[src/rtl/io_bridge_if.sv]
// ============================================================================
// Module      : io_bridge_if
// Description : Core-side word port and byte-stream port of io_bridge.
// Revision    : 1.0 - initial release
// ============================================================================
`timescale 1ns/1ps
`default_nettype none

interface io_bridge_if;
  logic        out_issued;
  logic [31:0] out_data;
  logic        out_stall;
  logic        in_issued;
  logic        in_stall;
  logic [31:0] in_data;
  logic [31:0] status;
  logic [7:0]  tx_data;
  logic        tx_valid;
  logic        tx_ready;
  logic [7:0]  rx_data;
  logic        rx_valid;
  logic        rx_ready;

  // Environment side: the core plus the byte transmitter/receiver.
  modport master (
    output out_issued, out_data, in_issued, tx_ready, rx_data, rx_valid,
    input  out_stall, in_stall, in_data, status, tx_data, tx_valid, rx_ready
  );

  // Bridge side.
  modport slave (
    input  out_issued, out_data, in_issued, tx_ready, rx_data, rx_valid,
    output out_stall, in_stall, in_data, status, tx_data, tx_valid, rx_ready
  );
endinterface

`default_nettype wire

[src/rtl/io_bridge.sv]
// ============================================================================
// Module      : io_bridge
// Description : 32-bit core word port to 8-bit byte streams via TX/RX FIFOs.
//               Optional status word enabled by macro IO_BRIDGE_STATUS_EN.
// Revision    : 1.0 - initial release
// ============================================================================
`timescale 1ns/1ps
`default_nettype none

module io_bridge #(
  parameter int DEPTH_LOG2 = 3
) (
  input  wire logic   clk,
  input  wire logic   rst,
  io_bridge_if.slave  bus
);

  localparam int                c_DEPTH = 1 << DEPTH_LOG2;
  localparam logic [DEPTH_LOG2:0] c_FULL = (DEPTH_LOG2 + 1)'(c_DEPTH);

  typedef enum logic [0:0] {
    ST_IDLE = 1'b0,
    ST_SEND = 1'b1
  } tx_state_t;

  // --------------------------------------------------------------------------
  // TX word FIFO
  // --------------------------------------------------------------------------
  logic [31:0]           r_tx_mem [c_DEPTH];
  logic [DEPTH_LOG2-1:0] r_tx_wr_ptr;
  logic [DEPTH_LOG2-1:0] r_tx_rd_ptr;
  logic [DEPTH_LOG2:0]   r_tx_count;
  logic                  w_tx_full;
  logic                  w_tx_empty;
  logic                  w_tx_push;
  logic                  w_tx_pop;

  // Full/empty come from registered occupancy only, so a pop in the same
  // cycle never lets a push through while full.
  assign w_tx_full     = (r_tx_count == c_FULL);
  assign w_tx_empty    = (r_tx_count == '0);
  assign w_tx_push     = bus.out_issued & ~w_tx_full;
  assign bus.out_stall = bus.out_issued & w_tx_full;

  always_ff @(posedge clk) begin
    if (w_tx_push) begin
      r_tx_mem[r_tx_wr_ptr] <= bus.out_data;
    end
  end

  always_ff @(posedge clk or negedge rst) begin
    if (!rst) begin
      r_tx_wr_ptr <= '0;
      r_tx_rd_ptr <= '0;
      r_tx_count  <= '0;
    end else begin
      if (w_tx_push) begin
        r_tx_wr_ptr <= r_tx_wr_ptr + 1'b1;
      end
      if (w_tx_pop) begin
        r_tx_rd_ptr <= r_tx_rd_ptr + 1'b1;
      end
      case ({w_tx_push, w_tx_pop})
        2'b10:   r_tx_count <= r_tx_count + 1'b1;
        2'b01:   r_tx_count <= r_tx_count - 1'b1;
        default: r_tx_count <= r_tx_count;
      endcase
    end
  end

  // --------------------------------------------------------------------------
  // Serializer
  // --------------------------------------------------------------------------
  tx_state_t   r_state;
  tx_state_t   w_state_nxt;
  logic [31:0] r_shift;
  logic [1:0]  r_idx;
  logic [1:0]  w_idx_nxt;
  logic        w_load;
  logic        w_tx_valid;

  always_comb begin
    w_state_nxt = r_state;
    w_idx_nxt   = r_idx;
    w_load      = 1'b0;
    w_tx_pop    = 1'b0;
    w_tx_valid  = 1'b0;
    case (r_state)
      ST_IDLE: begin
        if (!w_tx_empty) begin
          w_tx_pop    = 1'b1;
          w_load      = 1'b1;
          w_idx_nxt   = 2'd0;
          w_state_nxt = ST_SEND;
        end
      end
      ST_SEND: begin
        w_tx_valid = 1'b1;
        if (bus.tx_ready) begin
          if (r_idx == 2'd3) begin
            // Chain straight into the next word so bytes stay back-to-back.
            w_idx_nxt = 2'd0;
            if (!w_tx_empty) begin
              w_tx_pop = 1'b1;
              w_load   = 1'b1;
            end else begin
              w_state_nxt = ST_IDLE;
            end
          end else begin
            w_idx_nxt = r_idx + 1'b1;
          end
        end
      end
      default: w_state_nxt = ST_IDLE;
    endcase
  end

  always_ff @(posedge clk or negedge rst) begin
    if (!rst) begin
      r_state <= ST_IDLE;
      r_idx   <= 2'd0;
      r_shift <= '0;
    end else begin
      r_state <= w_state_nxt;
      r_idx   <= w_idx_nxt;
      if (w_load) begin
        r_shift <= r_tx_mem[r_tx_rd_ptr];
      end
    end
  end

  assign bus.tx_valid = w_tx_valid;
  assign bus.tx_data  = w_tx_valid ? r_shift[{r_idx, 3'b000} +: 8] : 8'h00;

  // --------------------------------------------------------------------------
  // RX assembler
  // --------------------------------------------------------------------------
  logic [31:0]           r_rx_mem [c_DEPTH];
  logic [DEPTH_LOG2-1:0] r_rx_wr_ptr;
  logic [DEPTH_LOG2-1:0] r_rx_rd_ptr;
  logic [DEPTH_LOG2:0]   r_rx_count;
  logic [1:0]            r_rx_bcnt;
  logic [23:0]           r_rx_asm;
  logic                  w_rx_full;
  logic                  w_rx_empty;
  logic                  w_rx_ready;
  logic                  w_rx_take;
  logic                  w_rx_push;
  logic                  w_rx_pop;

  assign w_rx_full  = (r_rx_count == c_FULL);
  assign w_rx_empty = (r_rx_count == '0);
  // Only the word-completing byte needs FIFO room; earlier bytes always fit.
  assign w_rx_ready = ~((r_rx_bcnt == 2'd3) & w_rx_full);
  assign w_rx_take  = bus.rx_valid & w_rx_ready;
  assign w_rx_push  = w_rx_take & (r_rx_bcnt == 2'd3);
  assign w_rx_pop   = bus.in_issued & ~w_rx_empty;

  assign bus.rx_ready = w_rx_ready;
  assign bus.in_stall = bus.in_issued & w_rx_empty;
  assign bus.in_data  = w_rx_empty ? 32'h0 : r_rx_mem[r_rx_rd_ptr];

  always_ff @(posedge clk) begin
    if (w_rx_push) begin
      r_rx_mem[r_rx_wr_ptr] <= {bus.rx_data, r_rx_asm};
    end
  end

  always_ff @(posedge clk or negedge rst) begin
    if (!rst) begin
      r_rx_bcnt <= 2'd0;
      r_rx_asm  <= '0;
    end else if (w_rx_take) begin
      r_rx_bcnt <= r_rx_bcnt + 1'b1;
      case (r_rx_bcnt)
        2'd0:    r_rx_asm[7:0]   <= bus.rx_data;
        2'd1:    r_rx_asm[15:8]  <= bus.rx_data;
        2'd2:    r_rx_asm[23:16] <= bus.rx_data;
        default: r_rx_asm        <= '0;
      endcase
    end
  end

  always_ff @(posedge clk or negedge rst) begin
    if (!rst) begin
      r_rx_wr_ptr <= '0;
      r_rx_rd_ptr <= '0;
      r_rx_count  <= '0;
    end else begin
      if (w_rx_push) begin
        r_rx_wr_ptr <= r_rx_wr_ptr + 1'b1;
      end
      if (w_rx_pop) begin
        r_rx_rd_ptr <= r_rx_rd_ptr + 1'b1;
      end
      case ({w_rx_push, w_rx_pop})
        2'b10:   r_rx_count <= r_rx_count + 1'b1;
        2'b01:   r_rx_count <= r_rx_count - 1'b1;
        default: r_rx_count <= r_rx_count;
      endcase
    end
  end

  // --------------------------------------------------------------------------
  // Status word
  // --------------------------------------------------------------------------
`ifdef IO_BRIDGE_STATUS_EN
  logic r_rx_blocked;

  always_ff @(posedge clk or negedge rst) begin
    if (!rst) begin
      r_rx_blocked <= 1'b0;
    end else if (bus.rx_valid && !w_rx_ready) begin
      r_rx_blocked <= 1'b1;
    end
  end

  assign bus.status = {14'd0, r_rx_blocked, (r_state == ST_SEND),
                       8'(r_rx_count), 8'(r_tx_count)};
`else
  assign bus.status = 32'h0;
`endif

endmodule

`default_nettype wire

[src/flat_wrapper.sv]
// flat-port wrapper written by rule: the top's interface ports become plain ports
module io_bridge_flat 
#(
  parameter int DEPTH_LOG2 = 3
)
  (clk, rst, bus_out_issued, bus_out_data, bus_in_issued, bus_tx_ready, bus_rx_data, bus_rx_valid, bus_out_stall, bus_in_stall, bus_in_data, bus_status, bus_tx_data, bus_tx_valid, bus_rx_ready);
  io_bridge_if bus_i ();
  input  wire logic clk;
  input  wire logic rst;
  input wire logic [$bits(bus_i.out_issued)-1:0] bus_out_issued;
  input wire logic [$bits(bus_i.out_data)-1:0] bus_out_data;
  input wire logic [$bits(bus_i.in_issued)-1:0] bus_in_issued;
  input wire logic [$bits(bus_i.tx_ready)-1:0] bus_tx_ready;
  input wire logic [$bits(bus_i.rx_data)-1:0] bus_rx_data;
  input wire logic [$bits(bus_i.rx_valid)-1:0] bus_rx_valid;
  output wire logic [$bits(bus_i.out_stall)-1:0] bus_out_stall;
  output wire logic [$bits(bus_i.in_stall)-1:0] bus_in_stall;
  output wire logic [$bits(bus_i.in_data)-1:0] bus_in_data;
  output wire logic [$bits(bus_i.status)-1:0] bus_status;
  output wire logic [$bits(bus_i.tx_data)-1:0] bus_tx_data;
  output wire logic [$bits(bus_i.tx_valid)-1:0] bus_tx_valid;
  output wire logic [$bits(bus_i.rx_ready)-1:0] bus_rx_ready;
  assign bus_i.out_issued = bus_out_issued;
  assign bus_i.out_data = bus_out_data;
  assign bus_i.in_issued = bus_in_issued;
  assign bus_i.tx_ready = bus_tx_ready;
  assign bus_i.rx_data = bus_rx_data;
  assign bus_i.rx_valid = bus_rx_valid;
  assign bus_out_stall = bus_i.out_stall;
  assign bus_in_stall = bus_i.in_stall;
  assign bus_in_data = bus_i.in_data;
  assign bus_status = bus_i.status;
  assign bus_tx_data = bus_i.tx_data;
  assign bus_tx_valid = bus_i.tx_valid;
  assign bus_rx_ready = bus_i.rx_ready;
  io_bridge #(.DEPTH_LOG2(DEPTH_LOG2)) u_core (.clk(clk), .rst(rst), .bus(bus_i));
endmodule
[config.mk]
export PLATFORM = sky130hd
export DESIGN_NAME = io_bridge_flat
export DESIGN_NICKNAME = d
export VERILOG_FILES = /design/src/rtl/io_bridge_if.sv /design/src/rtl/io_bridge.sv /design/src/flat_wrapper.sv
export SDC_FILE = /design/constraint.sdc
export NUM_CORES = 1
export LEC_CHECK = 0
export BUFFER_PORTS_ARGS = -buffer_cell sky130_fd_sc_hd__buf_2
export CAP_MARGIN = 40
export CORE_MARGIN = 2
export CORE_UTILIZATION = 45
export DETAILED_ROUTE_END_ITERATION = 8
export PLACE_DENSITY_LB_ADDON = 0.05
export SLEW_MARGIN = 20
export SYNTH_ARGS = -nofsm -noshare
export SYNTH_HDL_FRONTEND = slang
export SYNTH_SLANG_ARGS = --single-unit
[constraint.sdc]
create_clock -name clk -period 5.7 [get_ports clk]
set_input_delay 0.285 -clock clk [delete_from_list [all_inputs] [get_ports clk]]
set_output_delay 0.285 -clock clk [all_outputs]
set_load 0.05 [all_outputs]
==> Word level (Yosys, flattened, before mapping) <==
Memory sizes are Yosys's and may differ from the RTL's. A register that Yosys moved wholly into a read port is not among the register bits.
Cells that the tools add are included.
{ "op_classes": {"addsub": 10, "bitwise_logic": 14, "shifts": 1, "reduce_logical": 13, "muxes": 23, "n_eq_ne": 12} }
{ "ops": {"columns": ["op", "n"], "rows": [
  ["case mux 8 bit (2 select lines)", 3],
  ["two-way mux 32 bit", 1],
  ["variable part select 32 x 6 -> 8 bit", 1],
  ["case mux 4 bit (2 select lines)", 2],
  ["adder 3 x 1 -> 3 bit, second input constant", 4],
  ["== test 2 bit, second input constant", 5],
  ["two-way mux 1 bit", 10],
  ["adder 4 x 1 -> 4 bit, second input constant", 2],
  ["== test 4 bit, second input constant", 2],
  ["zero test 4 bit", 2],
  ["two-way mux 8 bit", 1],
  ["AND reduction 2 bit", 4],
  ["subtractor 4 x 1 -> 4 bit, second input constant", 2],
  ["AND 1 bit", 7],
  ["NOT 1 bit", 7],
  ["== test 2 x 1 -> 1 bit, second input constant", 3],
  ["two-way mux 2 bit", 3],
  ["OR reduction 2 bit", 3],
  ["adder 2 x 1 -> 2 bit, second input constant", 2],
  ["!= test 2 bit, second input constant", 2],
  ["case mux 1 bit (2 select lines)", 2],
  ["case mux 2 bit (2 select lines)", 1],
  ["nonzero test 2 bit", 2],
  ["zero test 2 bit", 1],
  ["zero test 1 bit", 1]
]} }
{ "word_totals": {"input_bits": 46, "wordCells": 87, "mem_bits_rw": 512, "out_inout_bits": 76, "n_memories": 2, "register_bits": 49} }
{ "memory_table": {"columns": ["name", "words", "word_bits", "read_ports", "rd_clocked_by_memory_dff", "write_ports", "line_no", "text"], "rows": [
  ["u_core.r_rx_mem", 8, 32, 1, 0, 1, "io_bridge.sv:138", "logic [31:0] r_rx_mem [c_DEPTH];"],
  ["u_core.r_tx_mem", 8, 32, 1, 1, 1, "io_bridge.sv:29", "logic [31:0] r_tx_mem [c_DEPTH];"]
]} }

==> Logic depth before layout (Yosys ltp) <==
Gate-level depths: netlist of run 1.
{ "logic_depth": {"depth_word": 7, "ltp_mapped": 12, "mapped_depth_nobuf": 10} }

==> Worst setup path after synthesis of run 1 <==
Ideal clock, no wire load.
{ "synth_path": {"path_kind": "register -> register", "from": "reg u_core.r_tx_count[1]", "to": "mem u_core.r_tx_mem[0][0] (enable)", "t_arrival_ps": 4169, "stages_incl_launch_ff": 6, "setup_slack_ps": 1029, "synth_period_minus_slack_ps": 4671, "cell_sequence": "dfrtp_1 -> clkbuf_1 -> nor3_1 -> a21boi_1 -> inv_1 -> nor4_1"} }
{ "synth_between": {"elab_chain_len": 5} }
{ "synth_rtl": {"columns": ["element", "line_no", "text"], "rows": [
  ["start, declared", "io_bridge.sv:32", "logic [DEPTH_LOG2:0] r_tx_count;"],
  ["start signal, assigned", "io_bridge.sv:64", "2'b10: r_tx_count <= r_tx_count + 1'b1;"],
  ["start signal, assigned", "io_bridge.sv:65", "2'b01: r_tx_count <= r_tx_count - 1'b1;"],
  ["start signal, assigned", "io_bridge.sv:66", "default: r_tx_count <= r_tx_count;"],
  ["== test 4 bit", "io_bridge.sv:40", "assign w_tx_full = (r_tx_count == c_FULL);"],
  ["NOT 1 bit", "io_bridge.sv:42", "assign w_tx_push = bus.out_issued & ~w_tx_full;"],
  ["AND 1 bit", "io_bridge.sv:42", null],
  ["two-way mux 1 bit", "io_bridge.sv:46", "if (w_tx_push) begin"],
  ["two-way mux 1 bit (implied by the code)", "io_bridge.sv:47", "r_tx_mem[r_tx_wr_ptr] <= bus.out_data;"],
  ["end, declared", "io_bridge.sv:29", null]
]} }
No other way between the ends.

==> Worst setup path in the final report of run 1 <==
{ "layout_path": {"from": "reg u_core.r_rx_rd_ptr[0]", "to": "out bus_in_data[31]"} }
{ "layout_between": {"elab_chain_len": 2} }
{ "layout_rtl": {"columns": ["element", "line_no", "text"], "rows": [
  ["start, declared", "io_bridge.sv:140", "logic [DEPTH_LOG2-1:0] r_rx_rd_ptr;"],
  ["start signal, assigned", "io_bridge.sv:194", "r_rx_rd_ptr <= r_rx_rd_ptr + 1'b1;"],
  ["memory read (8 x 32 bit)", null, null],
  ["two-way mux 32 bit", "io_bridge.sv:161", "assign bus.in_data = w_rx_empty ? 32'h0 : r_rx_mem[r_rx_rd_ptr];"],
  ["end, declared", "flat_wrapper.sv:18", "output wire logic [$bits(bus_i.in_data)-1:0] bus_in_data;"]
]} }
No other way between the ends.

==> results of run 1 <==
per-layer routing:
layer	share of wire (%)	vias up	global-route usage [%]
met5	0.029	-	0
met4	1.4	2	5.06
met3	4.3	53	3.51
met2	52	200	32.5
met1	42	5755	23.6
li1	-	4969	-
flip-flops by register name (all words and copies together) (netlist names):
signal and flops:
u_core.r_tx_rd_ptr 3, u_core.r_rx_bcnt 2, u_core.r_shift 32, u_core.r_rx_rd_ptr 3
u_core.r_tx_mem 256, u_core.r_rx_count 4, u_core.r_rx_asm 24, u_core.r_idx 2
u_core.r_rx_mem 256, u_core.r_tx_wr_ptr 3, u_core.r_tx_count 4, u_core.r_rx_wr_ptr 3
u_core.r_state 1
repair_timing:
action                    CTS  global route
resized for setup           0             0
hold buffers               34             0
hold endpoints to repair  294             0
cell families after synthesis:
kind of cell	Yosys count	synth area share [%]
adder cells (fa/ha/maj)	15	0.807
buffers and inverters	98	2.31
other	1	0.0161
AO/OA/AOI/OAI	78	1.82
AND/OR/NAND/NOR	170	3.23
multiplexers	207	16.3
XOR/XNOR	19	0.715
flip-flops	593	74.8
worst max-delay path, cell delays in order, from the launching register on:
cell,delay [ns]
dfrtp_4,0.69
buf_16,0.29
buf_4,0.42
mux4_2,0.56
mux2i_1,0.18
nor2_1,0.06
buf_2,0.23
metrics by stage:
stage / utilization, % / setup slack (ns)
floorplan: - / 1.03
global placement: 47.8 / 2.71
detailed placement: 48.0 / 2.87
global route: 52.6 / 2.13
finish: 52.6 / 2.36
CTS: 52.6 / 2.28
area by class of cell:
class / instances / share of cell area (%)
clock inverters: 25 / 0.655
multi-input cells: 521 / 20.6
inverters: 6 / 0.0836
well taps: 680 / 3.16
flip-flops and latches: 593 / 64.6
repair buffers: 153 / 3.91
clock buffers: 94 / 6.94
placed cells by master (no fill, tap or decap), types with 6 or more instances in the layout:
| cell type | instances |
|---|---|
| dfrtp_1 | 75 |
| clkinv_2 | 8 |
| nor2_4 | 9 |
| ha_1 | 15 |
| inv_1 | 6 |
| xor2_1 | 10 |
| mux2i_1 | 64 |
| and2_1 | 9 |
| edfxtp_1 | 512 |
| nor3_2 | 6 |
| mux4_2 | 136 |
| o21ai_0 | 33 |
| a21oi_1 | 35 |
| clkinv_1 | 12 |
| buf_4 | 29 |
| conb_1 | 32 |
| clkbuf_1 | 21 |
| nand2_1 | 53 |
| nand2b_1 | 7 |
| nor2_1 | 69 |
| dlygate4sd3_1 | 34 |
| buf_2 | 88 |
| xnor2_1 | 9 |
| clkbuf_16 | 70 |
power breakdown:
part           total, mW  internal, mW  switching [mW]
clock               3.98          2.37            1.61
sequential          6.18          5.52           0.667
combinational       4.46          1.77            2.69
total               14.6          9.66            4.96
how the worst min path moves through the flow:
stage	from	end	slack, ns
2_1_floorplan	rst	u_core.r_idx[0]$_DFFE_PN0P_	-0.01
3_3_place_gp	rst	u_core.r_shift[29]$_DFFE_PN0P_	0.30
3_5_place_dp	rst	u_core.r_shift[29]$_DFFE_PN0P_	0.30
4_1_cts	bus_rx_data[6]	u_core.r_rx_asm[14]$_DFFE_PN0P_	0.04
5_1_grt	bus_rx_data[3]	u_core.r_rx_mem[1][27]$_DFFE_PP_	0.06
6_report	bus_rx_data[6]	u_core.r_rx_asm[14]$_DFFE_PN0P_	0.07
==> impl_metrics.ini, run 1 <==
[logic_synthesis]
synth_area_per_cell_um2 = 19.7
async_flop_share_pct = 13.7
yosysWarnings = 0
synth_cells = 1181
ys_seq_elements = 593
synth_most_common_cell = edfxtp_1
synth.area.top_cells = edfxtp_1, mux4_2, dfrtp_1, mux2i_1, nor2_1
synth_common_cells = edfxtp_1, mux4_2, dfrtp_1
synth_top_area_share_pct = 66.1
synth_top_area_cell = edfxtp_1
synth_edf_count = 512
ys_types = 42
syn-cell-area_um2 = 23300
ys.flop_type = edfxtp_1
yosysSeqAreaShare_pct = 74.8

[critical_path]
r2r_start = u_core.r_rx_count[1]$_DFFE_PN0P_
cp.required_ns = 5.41
path_class = flop to output port
crit_end = bus_in_data[31]
reg2reg_depth = 10
r2r_end = u_core.r_rx_count[2]$_DFFE_PN0P_
critPathLaunchType = flop
cp.arrival_ns = 3.06
rrSetupSlack_ns = 2.90
path_max_fanout = 29
cp-end-kind = output port
startpoint = u_core.r_rx_rd_ptr[0]$_DFFE_PN0P_

[power_and_ir_drop]
leakagePower_nw = 9.26
total_power_mw = 14.6
powerDensity_nw_per_um2 = 542
peakVddDrop_mv = 0.383

[grt]
grt_usage_pct = 18.5
grt_pass1_wl_um = 72400
overflow = 0
grt_max_degree = 67
grt_pass1_vias = 11400
antenna_found_initial = 2

[finish]
final_layout_size_suffix_gt1_share_pct = 27.2
antenna-diode-count = 0
design_area_um2 = 27000
fin_cells = 2072
multiInputGateArea_um2 = 5570
n_fill_cell = 4079
area_delta_synth_final_pct = 15.9
fin_nets = 1402
layout.area.seq_um2 = 17400

[outcome]
status = finished, final reports clean

[hold_path]
hold_depth = 3
hold_class = input pin to flop

[route]
postRouteAntennaNets = 0
drc = 0
drtIter0Drc = 757
wl_per_cell_um = 23.3
num_vias = 11000
drt_wl_total_um = 48300
drt-vias-per-instance = 5.30
firstDrtPassIters = 7

[die]
rows = 83
core_area_um2 = 51200
dieHeight_um = 231
chipWidth_um = 231
fp.dieArea_um2 = 53500
ios = 122
initial_utilization_pct = 45.4

[cts]
root_buffer = clkbuf_16
htreeDepth = 3
path_clk_slew_ns = 0.06
clock-sinks = 593
postCtsSetupBuffers = 0
numCtsBuffers = 66
cts_tree = done
clock_latency_ns = 0.59
cts_buffer_depth = 3

[sta]
hold_ws_ns = 0.0747
drv_slew = 0
hold_viol_final = 0
worst_slew_pin_slew_ns = 0.790
finalSetupTns_ns = 0
setup_viol = 0
post-route-min-period_ns = 3.34
skew_ns = 0.0260
fmax_mhz = 299
rsz0062_at_grt = no
maxSlewHeadroom_pct = 47.3
fin_crit_sh_pct = 58.6

[place]
dp_hpwl_um = 26900
dp_cells = 1919
postPlaceCellArea_um2 = 24600
place.gp.congestion = 0.714
io_buffer_count = 89

[run]
cap_violations = 0
No activity file was read; power rests on OpenSTA's default activity.
==> inputs of run 2 (changes only) <==
==> constraint.sdc (replaced) <==
create_clock -name clk -period 3.31 [get_ports clk]
set_input_delay 0.1655 -clock clk [delete_from_list [all_inputs] [get_ports clk]]
set_output_delay 0.1655 -clock clk [all_outputs]
set_load 0.05 [all_outputs]
==> impl_metrics.ini, run 2 (synthesized netlist as in run 1, its figures left out) <==
[critical_path]
cp.required_ns = 3.14
r2r_start = u_core.r_rx_count[1]$_DFFE_PN0P_
startpoint = u_core.r_rx_rd_ptr[0]$_DFFE_PN0P_
cpMaxStageDelayCell = dfrtp_4
critPathLaunchType = flop
reg2reg_depth = 10
r2r_end = u_core.r_rx_count[2]$_DFFE_PN0P_
worst-path-buf-inv = 2
path_class = flop to output port
path_cells = buf_12 -> mux4_2 -> mux2i_1 -> nor2_1 -> buf_2
path_max_fanout = 27
slowest_delay_ns = 0.60
cp-end-kind = output port
critPathTopFamily = multiplexers
path_depth = 5
rrSetupSlack_ns = 0.74
cp.arrival_ns = 2.70

[die]
core_area_um2 = 51200
chipWidth_um = 231
dieHeight_um = 231
initial_utilization_pct = 45.4
ios = 122
fp.dieArea_um2 = 53500
rows = 83

[sta]
setup_slack_ns = 0.440
skew_ns = 0.00961
setup_viol = 0
hold_viol_final = 0
finalSetupTns_ns = 0
fin_crit_sh_pct = 86.7
rsz0062_at_grt = no
worst_slew_pin_slew_ns = 0.757
fmax_mhz = 348
post-route-min-period_ns = 2.87
maxSlewHeadroom_pct = 49.4
hold_ws_ns = 0.0802
drv_slew = 0

[finish]
design_area_um2 = 27300
area_delta_synth_final_pct = 17.5
layout_common_cells = edfxtp_1, mux4_2, buf_2
fin_cells = 2091
reg.largest.list = u_core.r_rx_mem: 256 flops, u_core.r_tx_mem: 256 flops, u_core.r_shift: 32 flops
fin_nets = 1419
final_common_cell = edfxtp_1
layout.area.seq_um2 = 17400
final_layout_size_suffix_gt1_share_pct = 28.4
n_fill_cell = 4067
utilization_pct = 53.4
multiInputGateArea_um2 = 5590

[route]
drt_wl_total_um = 48500
postRouteAntennaNets = 0
num_vias = 10800
drtIter0Drc = 733
firstDrtPassIters = 4
drc = 0
drt-vias-per-instance = 5.19
wl_per_cell_um = 23.2

[cts]
clock-sinks = 593
cts_tree = done
numCtsBuffers = 60
cts_buffer_depth = 3
root_buffer = clkbuf_16
cts_resized = 0
clock_latency_ns = 0.62
path_clk_slew_ns = 0.06
htreeDepth = 2

[grt]
grt_pass1_vias = 11600
grt_use_met3_pct = 3.03
use_met1_pct = 24.0
grt_usage_pct = 18.7
overflow = 0
antenna_found_initial = 2
grtUsageMet2_pct = 32.7
grt_pass1_wl_um = 73300
busiest_layer = met2
grt_max_degree = 68

[place]
dp_cells = 1931
io_buffer_count = 89
dp_hpwl_um = 28800
place.gp.congestion = 0.739
dp_worst_setup_slack_ns = 0.749
postPlaceCellArea_um2 = 24800

[hold_path]
hp-start = bus_rx_valid
min_to = u_core.r_rx_wr_ptr[2]$_DFFE_PN0P_
hold_depth = 4
hold_class = input pin to flop

[power_and_ir_drop]
powerDensity_nw_per_um2 = 936
total_power_mw = 25.6
peakVddDrop_mv = 0.586
leakagePower_nw = 9.44

[outcome]
status = finished, final reports clean

[run]
cap_violations = 0
-- run 2: changes by cell type in the layout (fill, tap and decap cells not counted), moves of 5 or more --
cell | before | now
bufinv_16 | 2 | 8
clkinv_2 | 8 | 13
clkbuf_16 | 70 | 64
clkbuf_1 | 21 | 9
buf_12 | 0 | 10
dlygate4sd3_1 | 34 | 44
-- run 2: power by group --
part | switching [mW] | leakage (nW) | internal, mW | total (mW)
Sequential | 0.939 | 5.62 | 9.49 | 10.4
Clock | 2.82 | 1.04 | 4.26 | 7.08
Combinational | 4.93 | 2.79 | 3.16 | 8.08
-- run 2: worst register-to-register path, cell delays in order (launching register included) --
cell and delay [ns]:
dfrtp_1 0.47, or4b_4 0.62, and3_4 0.24, inv_1 0.08
ha_1 0.26, xor2_1 0.10, ha_1 0.18, a21oi_1 0.14
xor2_1 0.16, nor2_1 0.06, xor2_1 0.14
-- run 2: area by class of cell --
type                            count  share of cell area (%)
Antenna cell                        1                 0.00915
Inverter                            6                  0.0824
Timing Repair Buffer              176                    4.96
Tap cell                          680                    3.11
Sequential cell                   593                    63.7
Clock buffer                       79                    6.28
Multi-Input combinational cell    521                    20.4
Clock inverter                     35                    1.41
-- run 2: timing repair --
action	4_1_cts	5_1_grt
endpoints found under the setup margin	0	0
hold endpoints to repair	402	3
buffers inserted	0	0
hold buffers	43	1
-- run 2: how the worst max path moves through the flow --
| stage | slack [ns] | end |
|---|---|---|
| 2_1_floorplan | -0.53 | u_core.r_tx_mem[2][0]$_DFFE_PP_ |
| 3_3_place_gp | 0.72 | u_core.r_rx_count[2]$_DFFE_PN0P_ |
| 3_5_place_dp | 0.75 | u_core.r_rx_count[2]$_DFFE_PN0P_ |
| 4_1_cts | 0.32 | bus_in_data[6] |
| 5_1_grt | 0.29 | bus_in_data[6] |
| 6_report | 0.44 | bus_in_data[6] |
-- run 2: metal layers --
metal  vias up  share of wire [%]
met5         -                  0
met1      5623                 41
met3        66                4.1
met2       180                 52
li1       4980                  -
met4         0                2.3
